===== config.mk =====
export PLATFORM = sky130hd
export DESIGN_NAME = clock_ctrl_fsm
export DESIGN_NICKNAME = d
export VERILOG_FILES = /design/src/rtl/clock_ctrl_fsm.sv
export SDC_FILE = /design/constraint.sdc
export NUM_CORES = 1
export LEC_CHECK = 0
export CORE_MARGIN = 10
export CORE_UTILIZATION = 40
export DETAILED_ROUTE_END_ITERATION = 10
export DONT_BUFFER_PORTS = 1
export GPL_ROUTABILITY_DRIVEN = 0
export HOLD_SLACK_MARGIN = 0.05
export REMOVE_ABC_BUFFERS = 1
export SYNTH_ARGS = -nofsm -noshare
export SYNTH_HDL_FRONTEND = slang
export SYNTH_SLANG_ARGS = --single-unit

===== constraint.sdc =====
create_clock -name clk -period 1.97 [get_ports clk]
set_input_delay 0.2955 -clock clk [delete_from_list [all_inputs] [get_ports clk]]
set_output_delay 0.2955 -clock clk [all_outputs]
set_load 0.02 [all_outputs]

===== src/rtl/clock_ctrl_fsm.sv =====
// -----------------------------------------------------------------------------
// clock_ctrl_fsm
// Front-panel controller for the digital clock time datapath. Six raw
// push-buttons are synchronised and debounced; their debounced press events
// drive a mode state machine that produces the datapath control signals.
// All logic runs in the 1 MHz datapath clock domain.
//
// Ports
//   clk        in   system clock, rising edge
//   rst        in   asynchronous active-low reset
//   btn_mode   in   raw button: step through the set modes
//   btn_up     in   raw button: increment (auto-repeats while held)
//   btn_down   in   raw button: decrement (auto-repeats while held)
//   btn_sw     in   raw button: enter/leave stopwatch
//   btn_hold   in   raw button: toggle stopwatch hold
//   btn_zone   in   raw button: cycle the time zone
//   mode[1:0]  out  00 run, 01 set hour, 10 set min, 11 set sec
//   increment  out  single-cycle increment pulse
//   decrement  out  single-cycle decrement pulse
//   stp        out  timekeeping stopped for setting
//   stpw       out  stopwatch display/run
//   hold       out  stopwatch frozen
//   USA/ENG/CHA/CAL out  one-hot zone select, all zero = local time
// -----------------------------------------------------------------------------
module clock_ctrl_fsm #(
    parameter int DEB_CYCLES   = 20000,
    parameter int REPEAT_DELAY = 500000,
    parameter int REPEAT_RATE  = 100000,
    parameter int CW           = 20
) (
    input  logic       clk,
    input  logic       rst,
    input  logic       btn_mode,
    input  logic       btn_up,
    input  logic       btn_down,
    input  logic       btn_sw,
    input  logic       btn_hold,
    input  logic       btn_zone,
    output logic [1:0] mode,
    output logic       increment,
    output logic       decrement,
    output logic       stp,
    output logic       stpw,
    output logic       hold,
    output logic       USA,
    output logic       ENG,
    output logic       CHA,
    output logic       CAL
);

    // Button index within the packed button vectors
    localparam int BM = 0;
    localparam int BU = 1;
    localparam int BD = 2;
    localparam int BS = 3;
    localparam int BH = 4;
    localparam int BZ = 5;

    localparam logic [CW-1:0] DEB_LAST   = CW'(DEB_CYCLES - 1);
    localparam logic [CW-1:0] DELAY_LAST = CW'(REPEAT_DELAY - 1);
    localparam logic [CW-1:0] RATE_LAST  = CW'(REPEAT_RATE - 1);

    typedef enum logic [2:0] {
        S_CLOCK,
        S_SET_H,
        S_SET_M,
        S_SET_S,
        S_STOPWATCH
    } state_e;

    // ------------------------------------------------------------------
    // Input path: 2-flop synchroniser + per-button debounce counter
    // ------------------------------------------------------------------
    logic [5:0]    btn_raw;
    logic [5:0]    sync1_q, sync2_q;
    logic [5:0]    deb_q, deb_d, deb_prev_q;
    logic [CW-1:0] deb_cnt_q [6];
    logic [CW-1:0] deb_cnt_d [6];
    logic [5:0]    press;

    assign btn_raw = {btn_zone, btn_hold, btn_sw, btn_down, btn_up, btn_mode};

    // NOTE: every variable written in an always_comb gets a default at the top,
    // so no path can leave it unassigned and infer a latch.
    always_comb begin
        for (int i = 0; i < 6; i++) begin
            deb_d[i]     = deb_q[i];
            deb_cnt_d[i] = '0;
            // The counter only runs while the synced level disagrees with the
            // debounced one; any agreement restarts the stability window.
            if (sync2_q[i] != deb_q[i]) begin
                if (deb_cnt_q[i] == DEB_LAST) begin
                    deb_d[i] = ~deb_q[i];
                end else begin
                    deb_cnt_d[i] = deb_cnt_q[i] + CW'(1);
                end
            end
        end
    end

    // One-cycle event while the debounced level has just gone high
    assign press = deb_q & ~deb_prev_q;

    // NOTE: sequential state uses non-blocking assignments so every flop
    // samples the pre-edge values regardless of statement order.
    always_ff @(posedge clk or negedge rst) begin
        if (!rst) begin
            sync1_q    <= '0;
            sync2_q    <= '0;
            deb_q      <= '0;
            deb_prev_q <= '0;
            // NOTE: the debounce counters are real state and must start from
            // zero, so this small array is reset like any other register.
            for (int i = 0; i < 6; i++) begin
                deb_cnt_q[i] <= '0;
            end
        end else begin
            sync1_q    <= btn_raw;
            sync2_q    <= sync1_q;
            deb_q      <= deb_d;
            deb_prev_q <= deb_q;
            for (int i = 0; i < 6; i++) begin
                deb_cnt_q[i] <= deb_cnt_d[i];
            end
        end
    end

    // ------------------------------------------------------------------
    // Mode state machine
    // ------------------------------------------------------------------
    state_e state_q, state_d;
    logic   state_change;
    logic   in_set;

    always_comb begin
        state_d = state_q;
        case (state_q)
            // mode has priority over sw when both arrive together
            S_CLOCK: begin
                if (press[BM])      state_d = S_SET_H;
                else if (press[BS]) state_d = S_STOPWATCH;
            end
            S_SET_H:     if (press[BM]) state_d = S_SET_M;
            S_SET_M:     if (press[BM]) state_d = S_SET_S;
            S_SET_S:     if (press[BM]) state_d = S_CLOCK;
            S_STOPWATCH: if (press[BM] || press[BS]) state_d = S_CLOCK;
            default:     state_d = S_CLOCK;
        endcase
    end

    assign state_change = (state_d != state_q);
    assign in_set       = (state_q == S_SET_H) || (state_q == S_SET_M) ||
                          (state_q == S_SET_S);

    // ------------------------------------------------------------------
    // Increment/decrement with auto-repeat (index 0 = up, 1 = down)
    // ------------------------------------------------------------------
    logic [CW-1:0] rep_cnt_q [2];
    logic [CW-1:0] rep_cnt_d [2];
    logic [1:0]    rep_arm_q, rep_arm_d;   // armed by a press in SET_x
    logic [1:0]    rep_ph_q, rep_ph_d;     // 0 = initial delay, 1 = repeat rate
    logic [1:0]    pulse;
    logic          both_held;

    assign both_held = deb_q[BU] & deb_q[BD];

    always_comb begin
        for (int k = 0; k < 2; k++) begin
            rep_cnt_d[k] = rep_cnt_q[k];
            rep_arm_d[k] = rep_arm_q[k];
            rep_ph_d[k]  = rep_ph_q[k];
            pulse[k]     = 1'b0;
            if (!deb_q[BU + k] || both_held || state_change) begin
                // Disarm: a fresh release + press is needed to start again
                rep_cnt_d[k] = '0;
                rep_arm_d[k] = 1'b0;
                rep_ph_d[k]  = 1'b0;
            end else if (press[BU + k] && in_set) begin
                rep_cnt_d[k] = '0;
                rep_arm_d[k] = 1'b1;
                rep_ph_d[k]  = 1'b0;
                pulse[k]     = 1'b1;
            end else if (rep_arm_q[k]) begin
                if (!rep_ph_q[k] && rep_cnt_q[k] == DELAY_LAST) begin
                    rep_cnt_d[k] = '0;
                    rep_ph_d[k]  = 1'b1;
                    pulse[k]     = 1'b1;
                end else if (rep_ph_q[k] && rep_cnt_q[k] == RATE_LAST) begin
                    rep_cnt_d[k] = '0;
                    pulse[k]     = 1'b1;
                end else begin
                    rep_cnt_d[k] = rep_cnt_q[k] + CW'(1);
                end
            end
        end
    end

    // ------------------------------------------------------------------
    // Registered outputs, computed from the next state
    // ------------------------------------------------------------------
    logic [1:0] mode_q, mode_d;
    logic       stp_q, stp_d;
    logic       stpw_q, stpw_d;
    logic       hold_q, hold_d;
    logic [3:0] zone_q, zone_d;            // {USA, ENG, CHA, CAL}
    logic       inc_q, dec_q;

    always_comb begin
        mode_d = 2'b00;
        stp_d  = 1'b0;
        stpw_d = 1'b0;
        case (state_d)
            S_SET_H:     begin mode_d = 2'b01; stp_d = 1'b1; end
            S_SET_M:     begin mode_d = 2'b10; stp_d = 1'b1; end
            S_SET_S:     begin mode_d = 2'b11; stp_d = 1'b1; end
            S_STOPWATCH: stpw_d = 1'b1;
            default:     ;
        endcase

        // Hold only toggles while staying in the stopwatch and is cleared on
        // the very edge that leaves it.
        hold_d = 1'b0;
        if (state_d == S_STOPWATCH) begin
            hold_d = hold_q ^ ((state_q == S_STOPWATCH) && press[BH]);
        end

        zone_d = zone_q;
        if ((state_q == S_CLOCK) && press[BZ]) begin
            case (zone_q)
                4'b0000: zone_d = 4'b1000;   // LOCAL -> USA
                4'b1000: zone_d = 4'b0100;   // USA   -> ENG
                4'b0100: zone_d = 4'b0010;   // ENG   -> CHA
                4'b0010: zone_d = 4'b0001;   // CHA   -> CAL
                default: zone_d = 4'b0000;   // CAL (or anything else) -> LOCAL
            endcase
        end
    end

    always_ff @(posedge clk or negedge rst) begin
        if (!rst) begin
            state_q   <= S_CLOCK;
            mode_q    <= 2'b00;
            stp_q     <= 1'b0;
            stpw_q    <= 1'b0;
            hold_q    <= 1'b0;
            zone_q    <= 4'b0000;
            inc_q     <= 1'b0;
            dec_q     <= 1'b0;
            rep_arm_q <= '0;
            rep_ph_q  <= '0;
            for (int k = 0; k < 2; k++) begin
                rep_cnt_q[k] <= '0;
            end
        end else begin
            state_q   <= state_d;
            mode_q    <= mode_d;
            stp_q     <= stp_d;
            stpw_q    <= stpw_d;
            hold_q    <= hold_d;
            zone_q    <= zone_d;
            inc_q     <= pulse[0];
            dec_q     <= pulse[1];
            rep_arm_q <= rep_arm_d;
            rep_ph_q  <= rep_ph_d;
            for (int k = 0; k < 2; k++) begin
                rep_cnt_q[k] <= rep_cnt_d[k];
            end
        end
    end

    assign mode                = mode_q;
    assign stp                 = stp_q;
    assign stpw                = stpw_q;
    assign hold                = hold_q;
    assign {USA, ENG, CHA, CAL} = zone_q;
    assign increment           = inc_q;
    assign decrement           = dec_q;

endmodule

After elaboration in Yosys (flattened, before gate mapping). Cells that the tools add are included.

Reduce and logical (&&, ||, !) cells: 36. Muxes and demuxes: 56. Eq/ne operators: 28. Add/sub/neg operators: 8. Bitwise gates (word level): 10.

Operators with widths (count): 20-bit 2-to-1 mux (22); 20-bit by 1-bit adder with 20-bit output (second input constant) (8); 20-bit by 15-bit == test with 1-bit output (second input constant) (6); 20-bit by 17-bit == test with 1-bit output (second input constant) (2); 20-bit by 19-bit == test with 1-bit output (second input constant) (2); 1-bit 2-to-1 mux (25); 3-bit 2-to-1 mux (6); 4-bit case mux with 4 select lines (1); 2-bit AND reduction (8); 3-bit case mux with 5 select lines (1); 3-bit by 2-bit == test with 1-bit output (second input constant) (4); 3-bit nonzero test (4); 1-bit logical AND (8); 1-bit logical OR (7); 6-bit bitwise AND (1); 3-bit by 1-bit == test with 1-bit output (second input constant) (2); 3-bit == test (second input constant) (2); 1-bit != test (6); 1-bit NOT (6); 6-bit NOT (1); 2-bit case mux with 3 select lines (1); 4-bit by 2-bit == test with 1-bit output (second input constant) (1); 4-bit by 3-bit == test with 1-bit output (second input constant) (1); 4-bit == test (second input constant) (1); 8 further kinds (12).

Input port bits: 8. Logic and storage cells: 167. Output and inout bits: 11. Flip-flop bits (word level): 202.

Depth between registers and ports, before layout. Gate-level depths: netlist of the first run.

Word-level depth: 9. Depth in mapped cells: 8. Mapped depth without buffers: 6.

Worst setup path after synthesis of the first run. Ideal clock, no wire load.

Path type: reg2reg. From: register rep_cnt_q[17] in the netlist's numbering. To: register rep_cnt_q[15] in the netlist's numbering. Clock period less this slack: 1900 ps. Cell stages (with the launch flop): 7. Path buffers: 1. Path slack: 70 ps. Library setup time: 134 ps. Arrival: 1767 ps. Data required time: 1836 ps. Path through: dfrtp_1 -> or4b_1 -> nor4_2 -> o21ai_2 -> buf_6 -> a32oi_1 -> o31ai_1.

Word-level cells in the longest chain between the ends: 7. Elaborated cells between the ends (all ways): 9. Those cells by class: 2 x eq/ne; 5 x mux; 2 x reduce/logical.

Ends and longest elaborated chain: start: declaration (line 158) `logic [CW-1:0] rep_cnt_q [2];`; start signal: indexed assignment (line 266) `rep_cnt_q[k] <= rep_cnt_d[k];`; 20-bit by 17-bit == test with 1-bit output (line 188) `end else if (rep_ph_q[k] && rep_cnt_q[k] == RATE_LAST) begin`; 1-bit logical AND (line 188); 20-bit 2-to-1 mux (line 188); 20-bit 2-to-1 mux * (line 184) `if (!rep_ph_q[k] && rep_cnt_q[k] == DELAY_LAST) begin`; 20-bit 2-to-1 mux * (line 183) `end else if (rep_arm_q[k]) begin`; 20-bit 2-to-1 mux * (line 178) `end else if (press[BU + k] && in_set) begin`; 20-bit 2-to-1 mux * (line 173) `if (!deb_q[BU + k] || both_held || state_change) begin`.

Every way passes the cells marked *; elsewhere a longest branch is shown, timed or not. The select of a mux whose other input is x is not followed. A chain may end at the register's enable or synchronous reset.

Worst setup path in the final report of the first run.
From: register rep_cnt_q[10] in the netlist's numbering. To: register rep_cnt_q[17] in the netlist's numbering.

Word-level cells in the longest chain between the ends: 7. Elaborated cells between the ends (all ways): 10. Those cells by class: 1 x add/sub; 2 x eq/ne; 5 x mux; 2 x reduce/logical.

Ends and longest elaborated chain (line): parallel branches: the longest is 3 deep, another holds 20-bit by 1-bit adder with 20-bit output; 20-bit 2-to-1 mux * (184); 20-bit 2-to-1 mux * (183); 20-bit 2-to-1 mux * (178); 20-bit 2-to-1 mux * (173).

Every way passes the cells marked *. The select of a mux whose other input is x is not followed.

==> flow_summary.json, run 1 <==
{
  "layout_min_cycle_time_ns": 1.857,
  "hold_buffers": 6,
  "crit_path_end_kind": "flop",
  "syn_area_per_cell_um2": 9.848,
  "netlist_instances": 976,
  "ys.flop_type": "dfrtp_1",
  "coreArea_um2": 23540,
  "drt_iter0_drc": 590,
  "synth_edf_count": 0,
  "setup-violations-final": 0,
  "clockBufferDepth": 3,
  "final_util": 0.4829,
  "vias_per_cell": 5.195,
  "ant_nets": 0,
  "crit_type": "flop to flop",
  "num_rows": 56,
  "cts_sinks": 202,
  "final_hold_viol_count": 202,
  "rrSetupSlack_ns": 0.11,
  "max_slew.worst_pin.slew_ns": 0.7521,
  "holdWs_ns": -0.4977,
  "worstHoldPathType": "input pin to asynchronous set/reset pin",
  "ios": 19,
  "die_x_um": 175.0,
  "cpMaxStageDelayCell": "or3b_2",
  "cp_max_fo": 12,
  "synth.cell_area_um2": 9612,
  "nets": 1071,
  "violations": "hold timing",
  "hpwl_mm": 12.83,
  "io_buffers": 0,
  "clock_skew_ns": 0.008943,
  "ir_drop_mv": 1.116,
  "setup_tns_ns": 0,
  "power_leakage_nw": 4.774,
  "grt_start_max_net_pins": 203,
  "start_kind": "flop",
  "final_max_slew_viol_count": 0,
  "max_cap_violations": 0,
  "htree_levels": 1,
  "max_slew_margin": 0.4959,
  "reg2reg_depth": 6,
  "area_delta_synth_final_pct": 18.29,
  "slowest_delay_ns": 0.50,
  "grtUsageTotal": 0.1250,
  "synth_cell_types": 52,
  "drcViolationCount": 0,
  "antenna_found_initial": 0,
  "num_vias": 7211,
  "rsz0062_at_grt": "no",
  "drive_above_1_share": 0.1310,
  "fp.dieH_um": 175.0,
  "wirelength_mm": 19.03,
  "numCtsBuffers": 23,
  "avgRoutedWirePerCell_um": 13.71,
  "crit_chain": "or3b_2 > nor4_2 > o21ai_2 > buf_4 > a32oi_1 > o31ai_1",
  "insertedDiodeCount": 0,
  "clkSlewWorstSetupHoldPaths_ns": 0.06,
  "yosys_warnings": 0,
  "tritoncts": "yes",
  "ys_ff_latch": 202,
  "timing.fmax_ghz": 0.5384,
  "status": "finished, violations left",
  "async_reset_ff_frac": 1.000,
  "r2r_start": "rep_cnt_q[10]$_DFFE_PN0P_",
  "worst-endpoint-required_ns": 2.35,
  "dr.pass1.iters": 4,
  "post-cts-setup-buffer-count": 0,
  "grt_pass1_wl_mm": 33.49,
  "grt_pass1_vias": 6979,
  "root_buffer": "clkbuf_16",
  "ys_seq_area_frac": 0.5259,
  "reg2reg_to": "rep_cnt_q[17]$_DFFE_PN0P_",
  "start_util": 0.4083,
  "finalCritPeriodShare": 0.9428,
  "overflow": 0,
  "clk_latency_ns": 0.51,
  "cp.arrival_ns": 2.24,
  "die_area_um2": 30630,
  "power.density_nw_per_um2": 743.4
}
[report_power, final]
| group | leakage (nW) | internal (mW) | switching [mW] | total [mW] |
|---|---|---|---|---|
| clock network | 0.357 | 2.46 | 1.62 | 4.08 |
| registers | 2.78 | 4.19 | 0.0372 | 4.23 |
| logic | 1.64 | 0.0708 | 0.0754 | 0.146 |
[layer usage]
layer	part of all wire	wire length, um	GRT usage
met4	0.024	459	0.03850
met2	0.46	8716	0.2004
met5	0	0	0
met3	0.032	611	0.02005
met1	0.49	9245	0.1699
[worst max path at each step]
| stage | endpoint | start | depth (start not counted) |
|---|---|---|---|
| floorplan | rep_cnt_q[27]$_DFFE_PN0P_ | state_q[2]$_DFF_PN0_ | 5 |
| global placement | rep_cnt_q[19]$_DFFE_PN0P_ | state_q[1]$_DFF_PN0_ | 6 |
| detailed placement | rep_cnt_q[9]$_DFFE_PN0P_ | state_q[1]$_DFF_PN0_ | 6 |
| CTS | rep_cnt_q[33]$_DFFE_PN0P_ | rep_cnt_q[30]$_DFFE_PN0P_ | 6 |
| global route | rep_cnt_q[15]$_DFFE_PN0P_ | rep_cnt_q[17]$_DFFE_PN0P_ | 6 |
| finish | rep_cnt_q[17]$_DFFE_PN0P_ | rep_cnt_q[10]$_DFFE_PN0P_ | 6 |
[kinds of logic (layout without fill, tap and decap cells)]
group / count (synthesis) / in the layout / share of synthesized area
compound gates: 80 / 80 / 0.05910
flops: 202 / 202 / 0.5259
xor+xnor: 117 / 117 / 0.1066
mux: 6 / 6 / 0.007029
simple gates: 507 / 507 / 0.2654
fa+ha+maj: 8 / 8 / 0.01041
buf+inv: 56 / 149 / 0.02551
[worst max-delay path: cells and delay by family, from the launching register on]
kind | cells | cell delay [ns]
flops | 1 | 0.37
simple gates | 2 | 0.77
buf+inv | 1 | 0.19
compound gates | 3 | 0.39
[area by class of cell]
class                           instances  area, um2
Inverter                               29      108.9
Clock buffer                           34      666.9
Clock inverter                          5      53.80
Tap cell                              319      399.1
Fill cell                            2214      12170
Timing Repair Buffer                   81      685.7
Multi-Input combinational cell        718       4400
Sequential cell                       202       5055
[cell usage after synthesis, types with 8 or more instances]
library cell | number | share of area
dfrtp_1 | 202 | 0.53
nor2_1 | 159 | 0.062
nand2_1 | 81 | 0.032
nand3_1 | 69 | 0.036
xor2_1 | 64 | 0.058
nand4_1 | 60 | 0.039
xnor2_1 | 53 | 0.048
inv_1 | 29 | 0.011
nor3_1 | 27 | 0.014
and3_1 | 21 | 0.014
nor4_1 | 21 | 0.014
o31ai_1 | 18 | 0.014
o21ai_0 | 15 | 0.0078
clkbuf_1 | 11 | 0.0043
buf_2 | 10 | 0.0052
nor4b_1 | 10 | 0.0091
o211ai_1 | 10 | 0.0078
ha_1 | 8 | 0.010
nand2b_1 | 8 | 0.0052
o311ai_0 | 8 | 0.0073
[cell usage in the layout (no fill, tap or decap), types with 4 or more instances in the layout]
cell type,synthesis,layout
a21oi_1,7,7
a32oi_1,6,6
and2_1,7,7
and3_1,21,21
and4_1,7,7
buf_12,0,5
buf_4,4,70
clkbuf_1,11,6
clkbuf_16,0,23
clkbuf_8,0,5
dfrtp_1,202,202
dlygate4sd3_1,0,6
ha_1,8,8
inv_1,29,29
mux2_2,6,6
nand2_1,81,80
nand2b_1,8,8
nand3_1,69,69
nand4_1,60,60
nor2_1,159,157
nor2b_1,7,7
nor3_1,27,25
nor4_1,21,18
nor4b_1,10,8
nor4b_2,2,4
o211ai_1,10,10
o21ai_0,15,12
o311ai_0,8,7
o31ai_1,18,18
or2_2,5,4
or3_1,7,7
or4_1,4,4
xnor2_1,53,53
xor2_1,64,64
[what timing repair did]
| item | 4_1_cts | 5_1_grt |
|---|---|---|
| pin swaps | 1 | 1 |
| gates resized for setup | 7 | 14 |
| setup endpoints to repair | 28 | 81 |
| cloned | 0 | 0 |
| endpoints found under the hold margin | 208 | 202 |
[state kept, by name (all words and copies together) (netlist names), 2 cells and up]
register / cells
deb_cnt_q: 120
deb_prev_q: 6
deb_q: 6
mode: 2
rep_arm_q: 2
rep_cnt_q: 40
rep_ph_q: 2
state_q: 3
sync1_q: 6
sync2_q: 6
zone_q: 4
[metrics by stage]
stage          instances  hold slack, ns  setup slack (ns)  cell area, um2  total power [mW]
3_3_place_gp        1343         0.01478           -0.1950           10500             4.440
5_1_grt             1388         -0.5345          0.001765           11370             8.759
6_report            1388         -0.4977            0.1128           11370             8.453
2_1_floorplan        949     -0.00009107           -0.5214            9475             4.380
4_1_cts             1388         -0.5309          0.004117           11320             8.577
3_5_place_dp        1343         0.01447           -0.2471           10500             4.443
(Power assumes the default switching activity.)
==> run 2, diff against run 1 <==
- CTS_CLUSTER_DIAMETER: default -> 80
- GPL_ROUTABILITY_DRIVEN: 0 -> default
==> results of run 2 <==
Final layout, timing and power as in run 1 (identical DEF).
==> run 3, diff against run 2 <==
- MAX_ROUTING_LAYER: default -> met4
- SETUP_SLACK_MARGIN: default -> 0.4
==> flow_summary.json, run 3 (synthesized netlist as in run 1, its figures left out) <==
{
  "setup_tns_ns": 0,
  "status": "finished, violations left",
  "numCtsBuffers": 23,
  "setup-violations-final": 0,
  "num_vias": 8009,
  "max_slew.worst_pin.slew_ns": 0.4858,
  "drt_iter0_drc": 539,
  "layout_min_cycle_time_ns": 1.887,
  "cp.arrival_ns": 2.29,
  "crit_type": "flop to flop",
  "ant_nets": 0,
  "clk_latency_ns": 0.51,
  "rsz0062_at_grt": "yes",
  "timing.fmax_ghz": 0.5300,
  "layout_commonest_cell": "dfrtp_1",
  "fin_total_pwr_mw": 8.667,
  "cp_max_fo": 5,
  "vias_per_cell": 5.357,
  "clockBufferDepth": 3,
  "avgRoutedWirePerCell_um": 15.69,
  "coreArea_um2": 23540,
  "wirelength_mm": 23.46,
  "r2r_start": "deb_cnt_q[35]$_DFF_PN0_",
  "max_slew_margin": 0.6751,
  "die_x_um": 175.0,
  "root_buffer": "clkbuf_16",
  "num_rows": 56,
  "clock_skew_ns": 0.008813,
  "max_cap_violations": 0,
  "drcViolationCount": 0,
  "clkSlewWorstSetupHoldPaths_ns": 0.05,
  "drive_above_1_share": 0.3571,
  "tritoncts": "yes",
  "area_delta_synth_final_pct": 42.19,
  "hpwl_mm": 12.83,
  "finalCritPeriodShare": 0.9577,
  "start_util": 0.4083,
  "worst-endpoint-required_ns": 2.37,
  "violations": "hold timing",
  "finalNonFillerCells": 1495,
  "worstHoldPathType": "input pin to asynchronous set/reset pin",
  "layout_common_cells": "dfrtp_1 (196), buf_4 (126), nand2_1 (78)",
  "io_buffers": 0,
  "grt_pass1_vias": 7671,
  "ir_drop_mv": 1.118,
  "crit_path_end_kind": "flop",
  "overflow": 0,
  "antenna_found_initial": 0,
  "start_kind": "flop",
  "ios": 19,
  "nets": 1178,
  "die_area_um2": 30630,
  "holdWs_ns": -0.5053,
  "final_hold_viol_count": 202,
  "reg2reg_to": "deb_cnt_q[38]$_DFF_PN0_",
  "dr.pass1.iters": 5,
  "final_util": 0.5805,
  "final.fill_count": 1958,
  "largest_reg_flops": 120,
  "insertedDiodeCount": 0,
  "htree_levels": 1,
  "grt_pass1_wl_mm": 37.27,
  "power_leakage_nw": 5.511,
  "fp.dieH_um": 175.0,
  "reg.largest.list": "deb_cnt_q: 120 flops, rep_cnt_q: 40 flops",
  "regMostFlops": "deb_cnt_q",
  "gp_congestion": 0.8616,
  "cts_sinks": 202,
  "grtUsageTotal": 0.1437,
  "rrSetupSlack_ns": 0.08,
  "reg2reg_depth": 7,
  "place_inst": 1343,
  "power.density_nw_per_um2": 634.2,
  "grt_start_max_net_pins": 203,
  "final_max_slew_viol_count": 0,
  "hold_buffers": 6
}
run 3: how the worst max path moves through the flow:
stage,end,start,slack [ns]
after floorplan,rep_cnt_q[27]$_DFFE_PN0P_,state_q[2]$_DFF_PN0_,-0.52
after global placement,rep_cnt_q[19]$_DFFE_PN0P_,state_q[1]$_DFF_PN0_,-0.20
after detailed placement,rep_cnt_q[9]$_DFFE_PN0P_,state_q[1]$_DFF_PN0_,-0.25
after CTS,rep_cnt_q[17]$_DFFE_PN0P_,rep_cnt_q[1]$_DFFE_PN0P_,0.14
after global routing,deb_cnt_q[38]$_DFF_PN0_,deb_cnt_q[37]$_DFF_PN0_,0.003
final,deb_cnt_q[38]$_DFF_PN0_,deb_cnt_q[35]$_DFF_PN0_,0.08
run 3: critical path, stage by stage (launching register included):
cell     delay (ns)
dfrtp_1        0.37
or4_4          0.55
nor4_4         0.31
or2_4          0.20
buf_6          0.11
buf_12         0.09
buf_16         0.11
nor2_1         0.04
run 3: report_power, final:
group,switching (mW),total (mW),internal (mW)
logic,0.153,0.342,0.189
clock network,1.63,4.09,2.46
registers,0.0411,4.23,4.19
total,1.83,8.67,6.84
run 3: layer usage:
metal	vias up	global-route usage	wire length (um)
li1	3830	-	-
met1	4013	0.1838	10270
met4	0	0.04592	609
met5	-	-	0
met2	124	0.2314	11930
met3	42	0.02026	656
run 3: what timing repair did:
item | CTS | global route
pin swaps | 61 | 110
gates cloned | 13 | 6
buffers inserted | 52 | 36
endpoints found under the hold margin | 208 | 202
setup endpoints to repair | 170 | 169
gates resized for setup | 129 | 208
run 3: per-stage QoR:
stage	instance area [um2]	setup WS, ns
4_1_cts	12430	0.1434
5_1_grt	13670	0.002638
3_3_place_gp	10500	-0.1950
6_report	13670	0.08327
3_5_place_dp	10500	-0.2471
2_1_floorplan	9475	-0.5214
run 3: cell type report:
| cell class | count | area [um2] | share of cell area |
|---|---|---|---|
| clock buffers | 34 | 666.9 | 0.04880 |
| repair buffers | 184 | 1853 | 0.1356 |
| inverters | 29 | 108.9 | 0.007965 |
| multi-input cells | 722 | 5523 | 0.4041 |
| well taps | 319 | 399.1 | 0.02920 |
| flip-flops and latches | 202 | 5062 | 0.3704 |
| clock inverters | 5 | 53.80 | 0.003937 |
